`src/rtl/sync_updown_counter.sv`:
```
// sync_updown_counter: parametrised synchronous up/down counter with
// modulus wrap, synchronous clamped parallel load and a registered
// terminal-count pulse (tc), asserted on every edge where the count wraps.
// Optional Gray-coded output port g is enabled by defining SYNC_CNT_GRAY_EN.
// Reset is asynchronous and active-low on rst.
// Priority is rst > load > t.
module sync_updown_counter #(
    parameter int WIDTH     = 3,
    parameter int MODULUS   = 8,
    parameter int RESET_VAL = 0
) (
    input  logic             clk,
    input  logic             rst,
    input  logic             t,
    input  logic             up,
    input  logic             load,
    input  logic [WIDTH-1:0] d,
    output logic [WIDTH-1:0] q,
    output logic             tc
`ifdef SYNC_CNT_GRAY_EN
    ,
    output logic [WIDTH-1:0] g
`endif
);

    // Reject parameter sets the counter cannot represent.
    if ((WIDTH < 1) || (MODULUS < 2) ||
        (longint'(MODULUS) > (longint'(1) << WIDTH)) ||
        (RESET_VAL < 0) || (RESET_VAL >= MODULUS)) begin : g_param_check
        $error("sync_updown_counter: illegal WIDTH/MODULUS/RESET_VAL combination");
    end

    localparam logic [WIDTH:0]   MAX_EXT = (WIDTH+1)'(MODULUS - 1);
    localparam logic [WIDTH:0]   ONE_EXT = (WIDTH+1)'(1);
    localparam logic [WIDTH-1:0] RESET_Q = WIDTH'(RESET_VAL);

    logic [WIDTH-1:0] q_q, q_d;
    logic             tc_q, tc_d;
    logic [WIDTH:0]   q_ext;
    logic [WIDTH:0]   d_ext;
    logic [WIDTH:0]   step_ext;

    // Next count and wrap pulse; arithmetic is one bit wider than the count so
    // the carry/borrow is visible when MODULUS equals 2^WIDTH.
    always_comb begin
        q_d      = q_q;
        tc_d     = 1'b0;
        q_ext    = {1'b0, q_q};
        d_ext    = {1'b0, d};
        step_ext = '0;
        if (load) begin
            if (d_ext > MAX_EXT) begin
                q_d = MAX_EXT[WIDTH-1:0];
            end else begin
                q_d = d;
            end
        end else if (t) begin
            if (up) begin
                step_ext = q_ext + ONE_EXT;
                if (step_ext > MAX_EXT) begin
                    q_d  = '0;
                    tc_d = 1'b1;
                end else begin
                    q_d = step_ext[WIDTH-1:0];
                end
            end else begin
                step_ext = q_ext - ONE_EXT;
                if (step_ext[WIDTH]) begin
                    q_d  = MAX_EXT[WIDTH-1:0];
                    tc_d = 1'b1;
                end else begin
                    q_d = step_ext[WIDTH-1:0];
                end
            end
        end
    end

    // Count and terminal-count registers, cleared asynchronously by rst.
    always_ff @(posedge clk or negedge rst) begin
        if (!rst) begin
            q_q  <= RESET_Q;
            tc_q <= 1'b0;
        end else begin
            q_q  <= q_d;
            tc_q <= tc_d;
        end
    end

    assign q  = q_q;
    assign tc = tc_q;

`ifdef SYNC_CNT_GRAY_EN
    localparam logic [WIDTH-1:0] RESET_G = RESET_Q ^ (RESET_Q >> 1);

    logic [WIDTH-1:0] g_q, g_d;

    // Gray code of the next count, so g is registered on the same edge as q.
    always_comb begin
        g_d = q_d ^ (q_d >> 1);
    end

    // Gray output register.
    always_ff @(posedge clk or negedge rst) begin
        if (!rst) begin
            g_q <= RESET_G;
        end else begin
            g_q <= g_d;
        end
    end

    assign g = g_q;
`endif

endmodule

```
`config.mk`:
```
export PLATFORM = sky130hd
export DESIGN_NAME = sync_updown_counter
export DESIGN_NICKNAME = d
export VERILOG_FILES = /design/src/rtl/sync_updown_counter.sv
export SDC_FILE = /design/constraint.sdc
export NUM_CORES = 1
export LEC_CHECK = 0
export ABC_AREA = 1
export BUFFER_PORTS_ARGS = -buffer_cell sky130_fd_sc_hd__buf_2
export CORE_AREA = 2 2 39 41
export DETAILED_ROUTE_END_ITERATION = 12
export DIE_AREA = 0 0 41 43
export PLACE_DENSITY = 0.4
export SLEW_MARGIN = 20
export SYNTH_ARGS = -nofsm -noshare
export SYNTH_HDL_FRONTEND = slang
export SYNTH_SLANG_ARGS = --single-unit
```
`constraint.sdc`:
```
create_clock -name clk -period 1.3 [get_ports clk]
set_input_delay 0.26 -clock clk [delete_from_list [all_inputs] [get_ports clk]]
set_output_delay 0.26 -clock clk [all_outputs]
set_load 0.02 [all_outputs]
```
==> reports/qor.csv, run 1 <==
metric,value,unit
syn_avg_cell_area,6.50,µm²
p_comb_share,33.6,%
gp_congestion,0.700,
grt_start_max_net_pins,8,
synth_async_sr_flop_share,100,%
cp_common_cell,nand2_1,
num_io_pins,12,
clockPowerShare,31.7,%
drv_cap,0,
ys_seq_area_share,33.5,%
required,1.42,ns
synth_cells,46,
switching_power,0.159,mW
synth.distinct_cells,11,
tritoncts,yes,
p_leak,0.249,nW
crit_fanout,6,
die_area,0.00176,mm²
finalSetupViolations,0,
hold_path.class,input pin to flip-flop,
dr.pass1.iters,4,
root_buffer,clkbuf_4,
slowest_stage,dfrtp_2,
antenna_found_initial,0,
postLayoutCellArea,424,µm²
synth_top_area_share,33.5,%
fin_crit_sh,91.2,%
placed_area,389,µm²
worstPathCellList,"inv_1, ha_1, nor2_1, o21ai_0, nand2_1, nand3_1, nand2_1, nand2_1",
clk_pin_slew,0.04,ns
maxSlewViolCount,0,
synth_area_leader_cell,dfrtp_1,
die_h,43,µm
synth-seq-cells,4,
power_frac_seq,34.7,%
hold_viol,0,
synthTopCellsByArea,"dfrtp_1, nand2_1, inv_1",
start_kind,flip-flop,
skew,0.000288,ns
portBuffers,11,
start_util,21.6,%
clock-sinks,4,
syn_to_final_growth,41.8,%
rows,14,
netlist_area,299,µm²
dieWidth,41,µm
core-area,0.00138,mm²
layout-drive-gt1-share,31.7,%
n_antenna_cell,0,
min_period,1.18,ns
syn_nets,56,
cp_data_arrival_time,1.30,ns
ys_warn_count,0,
maxSlewHeadroom,81.1,%
drc_errors,0,
cts_made_buffers,3,
slowest_delay,0.40,ns
fin_nets,75,
wire_per_inst,9.04,µm
rsz0062_at_grt,false,
clock.fmax,0.844,GHz
synth_most_common_cell,nand2_1,
internal_power,0.312,mW
postRouteAntennaNets,0,
sw_frac_of_total,33.7,%
synthTopCellsByCount,"nand2_1, inv_1, nand3_1",
dp_hpwl,579,µm
avgViaCountPerCell,4.22,
synth_edf_count,0,
grt_pass1_vias,305,
vias,333,
clock_path_buffers,2,
path_class,flip-flop to flip-flop,
status,finished clean,
grt_first_pass_wirelength,1130,µm
tns,0,ns
ys.flop_type,dfrtp_1,
final_cells,79,
drt-initial-drc-count,18,
wl,714,µm
h-tree-depth,1,
endpoint_kind,flip-flop,
final_util,30.7,%
grt_usage,9.68,%
clock_latency,0.23,ns
postCtsSetupBuffers,0,
grt-ovfl-total,0,
p_per_area,1110,mW/mm²
dp.cells,75,
worst_ir_drop_vdd,0.348,mV
worstMarginPinSlew,0.282,ns
-- path summary, 6_finish.rpt --
kind                       start   end  slack, ns  depth (start not counted)
max                         q[0]  q[2]       0.12                          8
max reg2reg                 q[0]  q[2]       0.12                          8
min in group asynchronous    rst  q[2]       0.37                          2
min                         d[0]  q[0]       0.27                          3
min reg2reg                 q[0]  q[0]       0.57                          2
max in group asynchronous    rst  q[0]       0.80                          2
-- critical path: cells and delay by family, from the launching register on --
kind                       cells  cell delay, ns
adders and majority gates      1            0.20
buffers and inverters          1            0.07
DFF                            1            0.40
and+or+nand+nor                5            0.32
AOI/OAI and AO/OA              1            0.08
-- cells in the final DEF (no fill, tap or decap), types with 2 or more instances in the layout --
| cell | count |
|---|---|
| nand2_1 | 17 |
| dfrtp_2 | 2 |
| nand3_1 | 5 |
| nor2_1 | 4 |
| buf_4 | 2 |
| clkbuf_4 | 3 |
| ha_1 | 2 |
| a21oi_1 | 2 |
| buf_2 | 11 |
| inv_1 | 8 |
| dfrtp_1 | 2 |
-- cells by family after synthesis --
family          share of synthesized area [%]
compound gates                           7.53
fa+ha+maj                                8.37
buf+inv                                  10.0
flops                                    33.5
simple gates                             40.6
-- power by group through the flow --
| stage | clock (mW) | sequential, mW | combinational [mW] |
|---|---|---|---|
| floorplan | 0 | 0.178 | 0.0799 |
| global placement | 0 | 0.165 | 0.161 |
| detailed placement | 0 | 0.164 | 0.157 |
| CTS | 0.156 | 0.163 | 0.160 |
| global route | 0.169 | 0.168 | 0.180 |
| finish | 0.149 | 0.164 | 0.158 |
-- through the flow --
step	hold WS, ns	total power [mW]	setup slack (ns)
floorplan	-0.0356	0.258	0.0110
global placement	0.0694	0.325	0.0729
detailed placement	0.0709	0.321	0.0707
CTS	0.262	0.479	0.0605
global route	0.273	0.516	0.0157
finish	0.267	0.471	0.115
-- repair_timing --
| action | 4_1_cts | 5_1_grt |
|---|---|---|
| setup endpoints to repair | 0 | 1 |
| endpoints found under the hold margin | 4 | 0 |
| resized for setup | 0 | 2 |
| hold buffers | 1 | 0 |
-- area by class of cell --
cell class / instances / area, µm²
well taps: 16 / 20.0
multi-input cells: 34 / 169
fillers: 154 / 960
clock buffers: 3 / 22.5
flip-flops and latches: 4 / 103
repair buffers: 14 / 80.1
inverters: 8 / 30.0
-- registers in the layout, summed over array words and instances (netlist names) --
name / flops
q: 3
tc: 1
-- per-layer routing --
layer	GRT usage, %	part of all wire [%]
met5	0	0
met2	14.4	47
met4	4.00	0
met1	12.4	44
met3	3.14	9.0
Power figures use the tool's default switching activity.
==> inputs of run 2 (changes only) <==
RECOVER_POWER = 25   (was not set)
==> reports/qor.csv, run 2 (same netlist as run 1, synthesis figures left out) <==
metric,value,unit,change
h-tree-depth,1,,unchanged
path_class,flip-flop to flip-flop,,
drt-initial-drc-count,18,,unchanged
slowest_delay,0.40,ns,about the same
rsz0062_at_grt,false,,
syn_to_final_growth,41.4,%,
hold_path.class,input pin to flip-flop,,
multi_input_area,169,µm²,unchanged
met2_usage,14.4,%,unchanged
wl,712,µm,-0.28%
final_cell_mix,"nand2_1, buf_2, inv_1",,
avgViaCountPerCell,4.22,,unchanged
drc_errors,0,,unchanged
worstMarginPinSlew,0.282,ns,unchanged
largest_register_ffs,3,,unchanged
hold_end,q[0],,
r2r-start,q[0],,
r2r-end,q[2],,
root_buffer,clkbuf_4,,
clock_path_buffers,2,,unchanged
core-area,0.00138,mm²,unchanged
required,1.42,ns,about the same
final_common_cell,nand2_1,,
grt_usage,9.68,%,unchanged
hp-start,d[0],,
clock.fmax,0.844,GHz,about the same
p_per_area,1110,mW/mm²,+0.24%
grt_pass1_vias,305,,unchanged
slowest_stage,dfrtp_2,,
cts_made_buffers,3,,unchanged
placed_area,389,µm²,unchanged
grt-ovfl-total,0,,unchanged
p_leak,0.246,nW,-1.1%
worstHoldPathCells,3,,unchanged
grt_util_met1,12.4,%,unchanged
grt_busiest_layer,met2,,
nFillCells,155,,+0.65%
fin_hold_ws,0.267,ns,+0.0000180 ns
worst_ir_drop_vdd,0.348,mV,about the same
maxSlewHeadroom,81.1,%,unchanged
use_met3,3.14,%,unchanged
postLayoutCellArea,423,µm²,-0.29%
postRouteAntennaNets,0,,unchanged
cp_data_arrival_time,1.30,ns,about the same
seq_area,103,µm²,unchanged
grt_first_pass_wirelength,1130,µm,unchanged
clock_latency,0.23,ns,about the same
start_kind,flip-flop,,
layout-drive-gt1-share,30.2,%,-1.6 points
portBuffers,11,,unchanged
fin_crit_sh,91.1,%,about the same
wire_per_inst,9.01,µm,-0.28%
clk_pin_slew,0.04,ns,about the same
grt_start_max_net_pins,8,,unchanged
crit_fanout,6,,unchanged
clock-sinks,4,,unchanged
start_util,21.6,%,unchanged
tritoncts,yes,,
die_area,0.00176,mm²,unchanged
min_period,1.18,ns,-0.0000970 ns
dp_hpwl,579,µm,unchanged
endpoint_kind,flip-flop,,
n_antenna_cell,0,,unchanged
tns,0,ns,unchanged
reg2reg_slack,0.12,ns,about the same
rows,14,,unchanged
postCtsSetupBuffers,0,,unchanged
antenna_found_initial,0,,unchanged
finalSetupViolations,0,,unchanged
hold_viol,0,,unchanged
vias,333,,unchanged
r2r.worst_path.cells,8,,unchanged
fin_nets,75,,unchanged
die_h,43,µm,unchanged
dieWidth,41,µm,unchanged
drv_cap,0,,unchanged
skew,0.000413,ns,+0.000125 ns
gp_congestion,0.700,,unchanged
cp_common_cell,nand2_1,,
num_io_pins,12,,unchanged
dr.pass1.iters,4,,unchanged
status,finished clean,,
maxSlewViolCount,0,,unchanged
worstPathCellList,"inv_1, ha_1, nor2_1, o21ai_0, nand2_1, nand3_1, nand2_1, nand2_1",,
final_util,30.6,%,-0.090 points
## run 2: cell count changes in the layout (fill, tap and decap cells not counted), sizes merged
cell and delta:
buf -1, clkbuf +1
## run 2: how the worst max path moves through the flow
stage                     endpoint  startpoint  cells past startpoint  slack, ns
after floorplan               q[2]        q[0]                      8       0.01
after global placement        q[2]        q[1]                      8       0.07
after detailed placement      q[2]        q[0]                      8       0.07
after CTS                     q[2]        q[0]                      8       0.06
after global routing          q[2]        q[0]                      8       0.02
final                         q[2]        q[0]                      8       0.12
## run 2: layout make-up
| type | instances | share of cell area, % |
|---|---|---|
| Multi-Input combinational cell | 34 | 39.9 |
| Sequential cell | 4 | 24.3 |
| Timing Repair Buffer | 14 | 18.6 |
| Inverter | 8 | 7.10 |
| Clock buffer | 3 | 5.33 |
| Tap cell | 16 | 4.73 |
## run 2: what timing repair did
item                                    4_1_cts  5_1_grt
hold endpoints to repair                      4        0
hold buffers                                  1        0
endpoints found under the setup margin        0        1
gates resized for setup                       0        2
## run 2: power by group
group / internal (mW) / switching, mW
clock network: 0.103 / 0.0465
registers: 0.142 / 0.0221
logic: 0.0674 / 0.0905
total: 0.312 / 0.159
## run 2: stage by stage
step,worst slack (ns),instances,power (mW)
floorplan,0.0110,46,0.258
global placement,0.0729,75,0.325
detailed placement,0.0707,75,0.321
CTS,0.0605,79,0.479
global route,0.0157,79,0.516
finish,0.115,79,0.471
## run 2: critical path, delay by kind of cell (launching register included)
kind                       cells  cell delay, ns
adders and majority gates      1            0.20
DFF                            1            0.40
buffers and inverters          1            0.07
AOI/OAI and AO/OA              1            0.08
and+or+nand+nor                5            0.32
## run 2: layer usage
layer / routed length (µm) / share of wire (%)
met3: 64 / 9.0
met2: 332 / 47
met5: 0 / 0
met1: 315 / 44
met4: 0 / 0
==> inputs of run 3 (changes only) <==
--- a/config.mk
+++ b/config.mk
@@ -6,10 +6,9 @@
 export NUM_CORES = 1
 export LEC_CHECK = 0
-export ABC_AREA = 1
 export BUFFER_PORTS_ARGS = -buffer_cell sky130_fd_sc_hd__buf_2
 export CORE_AREA = 2 2 39 41
 export DETAILED_ROUTE_END_ITERATION = 12
 export DIE_AREA = 0 0 41 43
-export PLACE_DENSITY = 0.4
+export PLACE_DENSITY = 0.39
 export RECOVER_POWER = 25
 export SLEW_MARGIN = 20
==> constraint.sdc (replaced) <==
create_clock -name clk -period 1.3 [get_ports clk]
set_input_delay 0.26 -clock clk [delete_from_list [all_inputs] [get_ports clk]]
set_output_delay 0.26 -clock clk [all_outputs]
set_load 0.1 [all_outputs]
==> reports/qor.csv, run 3 <==
metric,value,unit,change
status,finished with violations,,
violations,setup timing,,
portBuffers,11,,unchanged
wl,844,µm,+19%
worstMarginPinSlew,0.229,ns,-0.0534 ns
sw_frac_of_total,40.4,%,+6.6 points
dieWidth,41,µm,unchanged
clk_pin_slew,0.05,ns,about the same
power_frac_seq,24.8,%,-10 points
final_cell_mix,"nor2_1, buf_2, buf_12",,
synth_top_area_share,34.6,%,+1.2 points
start_kind,flip-flop,,
ys_warn_count,0,,unchanged
n_antenna_cell,0,,unchanged
p_comb_share,48.7,%,+15 points
finalSetupViolations,4,,+4
wire_per_inst,11.7,µm,+30%
drt-initial-drc-count,3,,-15
grt_first_pass_wirelength,1410,µm,+24%
fin_nets,67,,-11%
synth.distinct_cells,18,,+7
synthTopCellsByArea,"dfrtp_1, ha_1, nor2_1",,
drv_cap,0,,unchanged
p_per_area,1220,mW/mm²,+9.2%
synth_cells,36,,-22%
maxSlewHeadroom,84.7,%,+3.6 points
crit_fanout,3,,-3
path_class,flip-flop to flip-flop,,
drc_errors,0,,unchanged
synthTopCellsByCount,"nor2_1, a21oi_1, dfrtp_1",,
p_leak,0.239,nW,-2.9%
h-tree-depth,1,,unchanged
num_io_pins,12,,unchanged
nFillCells,144,,-7.1%
antenna_found_initial,0,,unchanged
synth_edf_count,0,,unchanged
synth_area_leader_cell,dfrtp_1,,
internal_power,0.411,mW,+32%
avgViaCountPerCell,4.63,,+9.7%
clock_latency,0.25,ns,+0.02 ns
ys.flop_type,dfrtp_1,,
die_area,0.00176,mm²,unchanged
rsz0062_at_grt,true,,
postRouteAntennaNets,0,,unchanged
hold_path.class,input pin to flip-flop,,
endpoint_kind,flip-flop,,
postLayoutCellArea,567,µm²,+34%
worst_slack,-0.0680,ns,-0.183 ns
clock-sinks,4,,unchanged
synth_most_common_cell,nor2_1,,
required,1.43,ns,about the same
tritoncts,yes,,
ys_seq_area_share,34.6,%,+1.2 points
start_util,20.9,%,-0.72 points
fin_crit_sh,105,%,+14 points
netlist_area,289,µm²,-3.3%
grt_start_max_net_pins,10,,+2
clockPowerShare,26.5,%,-5.2 points
vias,333,,unchanged
placed_area,470,µm²,+21%
syn_avg_cell_area,8.03,µm²,+24%
dp_hpwl,624,µm,+7.9%
core-area,0.00138,mm²,unchanged
final_cells,72,,-8.9%
reg2reg_slack,-0.07,ns,-0.18 ns
cp_data_arrival_time,1.50,ns,+0.20 ns
grt_pass1_vias,326,,+6.9%
dr.pass1.iters,4,,unchanged
syn_nets,46,,-18%
clock_path_buffers,2,,unchanged
die_h,43,µm,unchanged
grt-ovfl-total,0,,unchanged
dp.cells,66,,-12%
min_period,1.37,ns,+0.183 ns
largest_register_ffs,3,,unchanged
synth_async_sr_flop_share,100,%,unchanged
clock.fmax,0.731,GHz,-13%
layout-drive-gt1-share,51.8,%,+22 points
worst_ir_drop_vdd,0.355,mV,+2.0%
skew,0.00784,ns,+0.00743 ns
switching_power,0.279,mW,+75%
syn_to_final_growth,96.1,%,
cts_made_buffers,3,,unchanged
gp_congestion,0.750,,+7.3%
synth-seq-cells,4,,unchanged
root_buffer,clkbuf_4,,
grt_usage,12.4,%,+2.7 points
hold_viol,0,,unchanged
rows,14,,unchanged
maxSlewViolCount,0,,unchanged
[run 3: cell count changes after synthesis, sizes merged, moves of 2 or more]
| cell | previous run | this run |
|---|---|---|
| a21oi | 2 | 4 |
| a22o | 0 | 2 |
| inv | 8 | 3 |
| nand2 | 18 | 3 |
| nand3 | 5 | 1 |
[run 3: power groups by stage]
stage / combinational [mW] / sequential [mW] / clock [mW]
after floorplan: 0.0902 / 0.251 / 0
after global placement: 0.284 / 0.168 / 0
after detailed placement: 0.288 / 0.167 / 0
after CTS: 0.321 / 0.170 / 0.187
after global routing: 0.360 / 0.173 / 0.197
final: 0.336 / 0.171 / 0.183
[run 3: worst max-delay path, cell delays in order, from the launching register on]
cell and delay (ns):
dfrtp_4 0.50, buf_12 0.14, inv_6 0.04, ha_4 0.12, a21oi_2 0.05, o31ai_2 0.06
o211ai_1 0.13, a22o_1 0.20
[run 3: cells by family after synthesis]
family	after synthesis	synth area share (%)
xor gates and xnor gates	1	3.03
adders and majority gates	2	8.66
buffers and inverters	4	6.49
DFF	4	34.6
AOI/OAI and AO/OA	11	24.7
and+or+nand+nor	14	22.5
[run 3: final cells by class]
cell class	count	area, µm²	share of cell area (%)
clock buffers	4	26.3	4.64
inverters	3	16.3	2.87
multi-input cells	28	218	38.4
flip-flops and latches	4	109	19.2
well taps	16	20.0	3.53
repair buffers	17	178	31.3
[run 3: metal layers]
layer	wire, µm	track usage (%)	up-vias
met2	436	18.4	13
met4	14	8.00	0
met5	0	0	-
li1	-	-	165
met1	339	13.6	151
met3	54	5.24	4
[run 3: what timing repair did]
action                     in CTS  in global routing
setup endpoints to repair       4                  4
pin swaps                       6                  7
hold buffers                    1                  0
hold endpoints to repair        4                  0
buffers inserted                1                  0
gates cloned                    0                  0
resized for setup               6                  3
[run 3: metrics by stage]
stage / total power, mW / setup WS (ns) / hold WS, ns / utilization, % / setup TNS, ns
floorplan: 0.341 / -0.236 / -0.0356 / - / -0.462
global placement: 0.452 / -0.0583 / 0.0692 / 34.0 / -0.0973
detailed placement: 0.455 / -0.104 / 0.0734 / 34.0 / -0.136
CTS: 0.679 / -0.0977 / 0.231 / 40.1 / -0.242
global route: 0.729 / -0.143 / 0.256 / 41.0 / -0.355
finish: 0.690 / -0.0680 / 0.232 / 41.0 / -0.192
[run 3: worst paths after layout]
path / start / end / depth (start not counted)
worst max-delay path: q[0] / q[2] / 7
worst min-delay path: d[0] / q[0] / 3
worst max register to register: q[0] / q[2] / 7
worst min register to register: q[2] / tc / 2
max in group asynchronous: rst / q[1] / 2
min in group asynchronous: rst / q[0] / 2
